<file path="src/rtl/module_teclado_scanner.sv">
// Active 4x4 keypad scanner: walks a single low row across the matrix, debounces the
// synchronized column lines and emits one key-code strobe per accepted press.
module module_teclado_scanner #(
    parameter int ROW_DWELL        = 27000,
    parameter int DEBOUNCE_SAMPLES = 8
) (
    input  logic       clk,
    input  logic       rst,
    input  logic [3:0] column,
    output logic [3:0] row,
    output logic [3:0] key_code,
    output logic       key_valid,
    output logic       key_held
);

    localparam int DWELL_W = $clog2(ROW_DWELL);
    localparam int DEB_W   = $clog2(DEBOUNCE_SAMPLES + 1);

    localparam logic [DWELL_W-1:0] DWELL_LAST = DWELL_W'(ROW_DWELL - 1);
    localparam logic [DEB_W-1:0]   DEB_TARGET = DEB_W'(DEBOUNCE_SAMPLES);
    localparam logic [DEB_W-1:0]   DEB_ONE    = DEB_W'(1);
    localparam logic [3:0]         NO_KEY     = 4'b1111;

    localparam logic [1:0] SCAN      = 2'd0;
    localparam logic [1:0] PRESS_DEB = 2'd1;
    localparam logic [1:0] HELD      = 2'd2;

    logic [3:0]         col_meta;
    logic [3:0]         col_s;
    logic [DWELL_W-1:0] dwell_cnt;
    logic [DEB_W-1:0]   deb_cnt;
    logic [DEB_W-1:0]   deb_inc;
    logic [1:0]         state;
    logic [1:0]         row_idx;
    logic [3:0]         key_pat;
    logic               sample;

    // A pattern is a key only when exactly one column is pulled low.
    function automatic logic single_low(input logic [3:0] pat);
        case (pat)
            4'b1110, 4'b1101, 4'b1011, 4'b0111: single_low = 1'b1;
            default:                            single_low = 1'b0;
        endcase
    endfunction

    function automatic logic [1:0] col_index(input logic [3:0] pat);
        case (pat)
            4'b1101: col_index = 2'd1;
            4'b1011: col_index = 2'd2;
            4'b0111: col_index = 2'd3;
            default: col_index = 2'd0;
        endcase
    endfunction

    function automatic logic [3:0] map_key(input logic [1:0] r, input logic [1:0] c);
        case ({r, c})
            4'b00_00: map_key = 4'h1;
            4'b00_01: map_key = 4'h2;
            4'b00_10: map_key = 4'h3;
            4'b00_11: map_key = 4'hA;
            4'b01_00: map_key = 4'h4;
            4'b01_01: map_key = 4'h5;
            4'b01_10: map_key = 4'h6;
            4'b01_11: map_key = 4'hB;
            4'b10_00: map_key = 4'h7;
            4'b10_01: map_key = 4'h8;
            4'b10_10: map_key = 4'h9;
            4'b10_11: map_key = 4'hC;
            4'b11_00: map_key = 4'hE;
            4'b11_01: map_key = 4'h0;
            4'b11_10: map_key = 4'hF;
            default:  map_key = 4'hD;
        endcase
    endfunction

    assign sample  = (dwell_cnt == DWELL_LAST);
    assign deb_inc = deb_cnt + 1'b1;

    always_ff @(posedge clk) begin
        if (rst) begin
            col_meta  <= NO_KEY;
            col_s     <= NO_KEY;
            dwell_cnt <= '0;
            deb_cnt   <= '0;
            state     <= SCAN;
            row       <= 4'b1110;
            row_idx   <= 2'd0;
            key_pat   <= NO_KEY;
            key_code  <= 4'h0;
            key_valid <= 1'b0;
            key_held  <= 1'b0;
        end else begin
            // Two-flop synchronizer: the keypad pins are asynchronous to clk.
            col_meta  <= column;
            col_s     <= col_meta;
            dwell_cnt <= sample ? '0 : dwell_cnt + 1'b1;
            key_valid <= 1'b0;

            if (sample) begin
                case (state)
                    SCAN: begin
                        if (single_low(col_s)) begin
                            key_pat <= col_s;
                            if (DEBOUNCE_SAMPLES == 1) begin
                                key_code  <= map_key(row_idx, col_index(col_s));
                                key_valid <= 1'b1;
                                key_held  <= 1'b1;
                                deb_cnt   <= '0;
                                state     <= HELD;
                            end else begin
                                deb_cnt <= DEB_ONE;
                                state   <= PRESS_DEB;
                            end
                        end else begin
                            row     <= {row[2:0], row[3]};
                            row_idx <= row_idx + 2'd1;
                        end
                    end

                    PRESS_DEB: begin
                        if (col_s == key_pat) begin
                            if (deb_inc == DEB_TARGET) begin
                                key_code  <= map_key(row_idx, col_index(key_pat));
                                key_valid <= 1'b1;
                                key_held  <= 1'b1;
                                deb_cnt   <= '0;
                                state     <= HELD;
                            end else begin
                                deb_cnt <= deb_inc;
                            end
                        end else begin
                            deb_cnt <= '0;
                            state   <= SCAN;
                            row     <= {row[2:0], row[3]};
                            row_idx <= row_idx + 2'd1;
                        end
                    end

                    HELD: begin
                        // Only an all-high sample counts toward release; anything else restarts it.
                        if (col_s == NO_KEY) begin
                            if (deb_inc == DEB_TARGET) begin
                                key_held <= 1'b0;
                                deb_cnt  <= '0;
                                state    <= SCAN;
                                row      <= {row[2:0], row[3]};
                                row_idx  <= row_idx + 2'd1;
                            end else begin
                                deb_cnt <= deb_inc;
                            end
                        end else begin
                            deb_cnt <= '0;
                        end
                    end

                    default: begin
                        deb_cnt <= '0;
                        state   <= SCAN;
                    end
                endcase
            end
        end
    end

endmodule

</file>
<file path="config.mk">
export PLATFORM = sky130hd
export DESIGN_NAME = module_teclado_scanner
export DESIGN_NICKNAME = d
export VERILOG_FILES = /design/src/rtl/module_teclado_scanner.sv
export SDC_FILE = /design/constraint.sdc
export NUM_CORES = 1
export LEC_CHECK = 0
export ABC_AREA = 0
export CORE_MARGIN = 2
export CORE_UTILIZATION = 40
export CTS_BUF_LIST = sky130_fd_sc_hd__clkbuf_2
export CTS_CLUSTER_DIAMETER = 40
export DETAILED_ROUTE_END_ITERATION = 12
export GPL_ROUTABILITY_DRIVEN = 0
export MAX_ROUTING_LAYER = met4
export PLACE_DENSITY = 0.61
export SLEW_MARGIN = 15
export SYNTH_ARGS = -nofsm -noshare
export SYNTH_HDL_FRONTEND = slang
export SYNTH_SLANG_ARGS = --single-unit
</file>
<file path="constraint.sdc">
create_clock -name clk -period 5.5 [get_ports clk]
set_clock_uncertainty 0.1 [all_clocks]
set_input_delay 1.1 -clock clk [delete_from_list [all_inputs] [get_ports clk]]
set_output_delay 1.1 -clock clk [all_outputs]
set_load 0.005 [all_outputs]
</file>
==> results.yml, run 1 <==
flow_run:
  drv_cap: 0
timing:
  max_slew_margin_pct: 58.84
  report.final.slew_viol_count: 0
  clock.fmax_mhz: 399.3
  finalHoldViolCount: 0
  setup_violations: 0
  tns_ns: 0
  period_share_pct: 45.54
  hold_ws_ns: 0.3383
  tightestPinTransition_ns: 0.6123
  grt_setup_unrepaired: "false"
  layout_min_cycle_time_ns: 2.505
worst_setup_path:
  timing.rr.end: "row_idx[1]"
  max_stage_delay_ns: 0.51
  regToRegStartpoint: "dwell_cnt[0]"
  slowest_stage: "clkdlybuf4s50_1"
  rrSetupSlack_ns: 3.02
  crit_family: "buffers and inverters"
  critPathArrivalTime_ns: 1.30
  end_kind: "primary output"
  cp.required_ns: 4.30
  path_cells: "clkdlybuf4s50_1"
  crit_buf_inv: 1
  start_kind: "flop"
  rr_worst_depth: 6
  worst-setup-path-type: "flop to primary output"
  worstPathMaxFanout: 3
floorplan:
  dieHeight_microns: 79.12
  initial_core_util_pct: 41.24
  fp.dieW_microns: 79.12
  fp-row-count: 27
  core_sq_um: 5473
  die_area_sq_um: 6260
  io_pins: 16
synthesis:
  synth.net_count: 264
  synth_common_cells: "dfxtp_1, nor2_1, nand2_1"
  synth-seq-cells: 45
  ys.flop_type: "dfxtp_1"
  yosysTopAreaCell: "dfxtp_1"
  synth_area_sq_um: 2257
  ys_seq_area_share_pct: 39.91
  synth_top_area_share_pct: 39.91
  synth_most_common_cell: "dfxtp_1"
  ys_types: 49
  synth.yosys.warnings: 0
  ys_async_sr_fraction_pct: 0
  syn_inst: 251
  synth_edf_count: 0
  ys_top_cells_by_area: "dfxtp_1, nor2_1, mux2i_1, ha_1, xor2_1"
  avgSynthCellArea_sq_um: 8.993
pwr:
  peakVddDrop_v: 0.0001099
  leakagePower_nw: 0.8890
  powerDensity_nw_per_um2: 199.2
drt:
  drt_pre_antenna_iters: 4
  drtAntennaViolNets: 0
  post-route-drc-count: 0
  wirelength_microns: 4187
  vias: 1787
  wire_per_inst_microns: 12.42
  drtIter0Drc: 94
  vias_per_cell: 5.303
clocking:
  clockBufferDepth: 2
  cts_setup_buffers: 0
  clock-sinks: 45
  clock-root-buffer: "clkbuf_2"
  cts_hold_buffers: 0
  cts_buffers: 5
  cts_tree: "built"
  insertion_delay_ns: 0.39
  clkTransAtPathRegs_ns: 0.23
  cts_resized: 0
  htreeDepth: 2
final_layout:
  drive_above_1_share_pct: 10.94
  design_area_sq_um: 2511
  fillCellCount: 561
  syn2layout_area_growth_pct: 11.25
  post_layout_nonfiller_instances: 337
  fin_util_pct: 45.88
  diodes: 0
  final_net_count: 277
grt:
  grt_pass1_vias: 1745
  gr-total-overflow: 0
  grt_usage_pct: 15.21
  grt_pass1_wl_microns: 7631
  antenna_found_initial: 0
  grt_max_degree: 39
place:
  placed_cells: 329
  portBuffers: 15
  dp_hpwl_microns: 3021
  place_area_sq_um: 2466
min_path:
  hold_end: "col_s[1]"
  min_from: "col_meta[1]"
  hold_depth: 1
  hold_class: "flop to flop"
status:
  status: "complete, no violations"
cell families (layout without fill, tap and decap cells):
logic type	after synthesis	after routing	synth area share (%)
multiplexers	11	11	4.934
XOR/XNOR	14	14	5.432
adder cells (fa/ha/maj)	7	7	3.880
flip-flops	45	45	39.91
buffers and inverters	21	35	3.547
AO/OA/AOI/OAI	44	44	14.14
AND/OR/NAND/NOR	109	109	28.16
metal layers:
metal,global-route usage [%],routed length (microns),vias to the layer above
li1,-,-,918
met3,3.182,113,0
met4,4.655,0,0
met5,-,0,-
met1,18.34,1991,846
met2,25.59,2081,23
sequential cells by signal (all words and copies together), names as in the netlist:
signal	count
key_held	1
key_valid	1
col_s	4
row_idx	2
row	4
deb_cnt	4
key_code	4
col_meta	4
state	2
dwell_cnt	15
key_pat	4
worst max path at each step:
stage	start	endpoint	slack, ns	cells after the start
finish	row[0]	row[0]	3.00	1
global placement	rst	dwell_cnt[9]	2.74	4
floorplan	rst	deb_cnt[2]	3.39	3
detailed placement	rst	dwell_cnt[4]	2.73	4
global route	dwell_cnt[0]	row_idx[1]	2.82	6
CTS	row[0]	row[0]	2.96	1
metrics by stage:
| step | setup WS, ns | power (W) |
|---|---|---|
| 6_report | 2.995 | 0.0005003 |
| 5_1_grt | 2.823 | 0.0005266 |
| 4_1_cts | 2.963 | 0.0005071 |
| 3_5_place_dp | 2.730 | 0.0003682 |
| 3_3_place_gp | 2.743 | 0.0003679 |
| 2_1_floorplan | 3.386 | 0.0003600 |
power by group:
part / internal [W] / total (W) / switching (W)
clock network: 0.0000329 / 0.000139 / 0.000106
logic: 0.0000117 / 0.0000257 / 0.0000140
registers: 0.000332 / 0.000336 / 0.00000403
total: 0.000376 / 0.000500 / 0.000124
final cells by class:
class	count	area, sq um	share of cell area, %
multi-input cells	185	1276	50.82
inverters	11	41.29	1.644
clock buffers	6	30.03	1.196
clock inverters	2	15.01	0.5979
repair buffers	16	157.7	6.278
well taps	72	90.09	3.587
flip-flops and latches	45	900.9	35.87
cells in the final DEF (no fill, tap or decap), types with 3 or more instances in the layout:
cell type,count
ha_1,7
a211o_1,6
mux2i_1,10
nand4b_1,5
nor3_1,3
xnor2_1,6
xor2_1,8
inv_1,10
nand3_1,8
a21oi_1,13
o21ai_1,4
dfxtp_1,45
nor2_1,27
clkbuf_2,6
and3_1,6
o21ai_0,3
nor2b_1,3
or3_1,3
or2_2,9
o32ai_1,3
nand2b_1,10
nand2_1,16
clkdlybuf4s50_1,15
nand4_1,4
(Power assumes the default switching activity.)
==> run 2, diff against run 1 <==
- PLACE_DENSITY: 0.61 -> 0.63
- clock period: 5.5 -> 2.2 ns (I/O delays scaled with it)
==> results.yml, run 2 (same netlist as run 1, synthesis figures left out) <==
status:
  status: "complete, no violations"
worst_setup_path:
  crit_buf_inv: 1
  start_kind: "flop"
  end_kind: "flop"
  crit_family: "simple AND/OR/NAND/NOR gates"
  path_depth: 7
  worst-setup-path-type: "flop to flop"
  slowest_stage: "dfxtp_2"
  cp.required_ns: 2.44
  worstPathMaxFanout: 6
  path_cells: "ha_1 -> nand4b_1 -> nor4_4 -> buf_4 -> a21boi_4 -> nand2_2 -> o32ai_2"
  critPathArrivalTime_ns: 2.34
  rr_worst_depth: 7
  max_stage_delay_ns: 0.38
drt:
  drt_pre_antenna_iters: 4
  wire_per_inst_microns: 12.34
  drtIter0Drc: 98
  vias_per_cell: 5.266
  post-route-drc-count: 0
  vias: 1838
  drtAntennaViolNets: 0
  wirelength_microns: 4307
pwr:
  p_sw_share_pct: 24.15
  sequentialPowerShare_pct: 67.5
  internal_power_w: 0.0009406
  powerDensity_nw_per_um2: 469.9
  p_comb_share_pct: 5.9
  leakagePower_nw: 0.9786
  p_sw_w: 0.0002994
  pwr-share-clk_pct: 26.6
  peakVddDrop_v: 0.0003212
timing:
  tns_ns: 0
  finalHoldViolCount: 0
  clock.fmax_mhz: 475.5
  layout_min_cycle_time_ns: 2.103
  setup_violations: 0
  period_share_pct: 95.59
  tightestPinTransition_ns: 0.4847
  max_slew_margin_pct: 67.57
  report.final.slew_viol_count: 0
floorplan:
  dieHeight_microns: 79.12
  io_pins: 16
  fp-row-count: 27
  fp.dieW_microns: 79.12
  initial_core_util_pct: 41.24
  core_sq_um: 5473
  die_area_sq_um: 6260
clocking:
  clock-root-buffer: "clkbuf_2"
  insertion_delay_ns: 0.40
  cts_hold_buffers: 0
  cts_buffers: 5
  htreeDepth: 2
  cts_tree: "built"
  clockBufferDepth: 2
  clkTransAtPathRegs_ns: 0.21
  clock-sinks: 45
final_layout:
  final_net_count: 289
  final_cell_mix: "dfxtp_1, nor2_1, nand2_1, clkdlybuf4s50_1"
  syn2layout_area_growth_pct: 16.91
  fin_util_pct: 48.22
  largest_reg_flops: 15
  diodes: 0
  design_area_sq_um: 2639
  drive_above_1_share_pct: 18.41
  regMostFlops: "dwell_cnt"
  final_common_cell: "dfxtp_1"
grt:
  grt_max_degree: 23
  grt_pass1_vias: 1672
  grt_pass1_wl_microns: 7320
  grt_usage_pct: 15.09
  antenna_found_initial: 0
  gr-total-overflow: 0
place:
  place_area_sq_um: 2511
  dp_hpwl_microns: 3079
  portBuffers: 15
min_path:
  hold_depth: 1
  hold_class: "flop to flop"
flow_run:
  drv_cap: 0
==> run 2: per-stage QoR <==
step | setup slack (ns) | total power, W | instances | hold WS (ns)
floorplan | 0.1392 | 0.0009000 | 251 | 0.2895
global placement | 0.05299 | 0.0009230 | 335 | 0.2908
detailed placement | -0.0004030 | 0.0009241 | 335 | 0.2941
CTS | 0.04843 | 0.001266 | 344 | 0.3409
global route | -0.01059 | 0.001299 | 349 | 0.3652
finish | 0.09712 | 0.001240 | 349 | 0.3361
==> run 2: power groups by stage <==
stage	clock network (W)	logic, W	registers (W)
after floorplan	0	0.0000490	0.000851
after global placement	0	0.0000691	0.000854
after detailed placement	0	0.0000696	0.000855
after CTS	0.000357	0.0000706	0.000839
after global routing	0.000378	0.0000808	0.000840
final	0.000329	0.0000734	0.000837
==> run 2: metal layers <==
metal / GRT usage, % / up-vias / wire length (microns)
met3: 3.409 / 7 / 169
li1: - / 946 / -
met2: 23.56 / 40 / 2026
met4: 5.690 / 0 / 48
met1: 19.14 / 845 / 2062
met5: - / - / 0
==> run 2: cell type report <==
type / count / area, sq um
clock buffer: 6 / 30.03
multi-input combinational: 185 / 1308
inverter: 11 / 41.29
clock inverter: 2 / 10.01
timing repair buffer: 28 / 247.7
fill: 547 / 2834
tap: 72 / 90.09
sequential: 45 / 912.1
==> run 2: path summary, 6_finish.rpt <==
kind | startpoint | to | slack, ns
min | col_meta[2] | col_s[2] | 0.34
max | dwell_cnt[0] | deb_cnt[1] | 0.1
min reg2reg | col_meta[2] | col_s[2] | 0.34
max reg2reg | dwell_cnt[0] | deb_cnt[1] | 0.1
==> run 2: repair_timing <==
action,in CTS,in global routing
gates resized for setup,2,11
pin swaps,3,5
endpoints found under the setup margin,6,8
buffers inserted,1,5
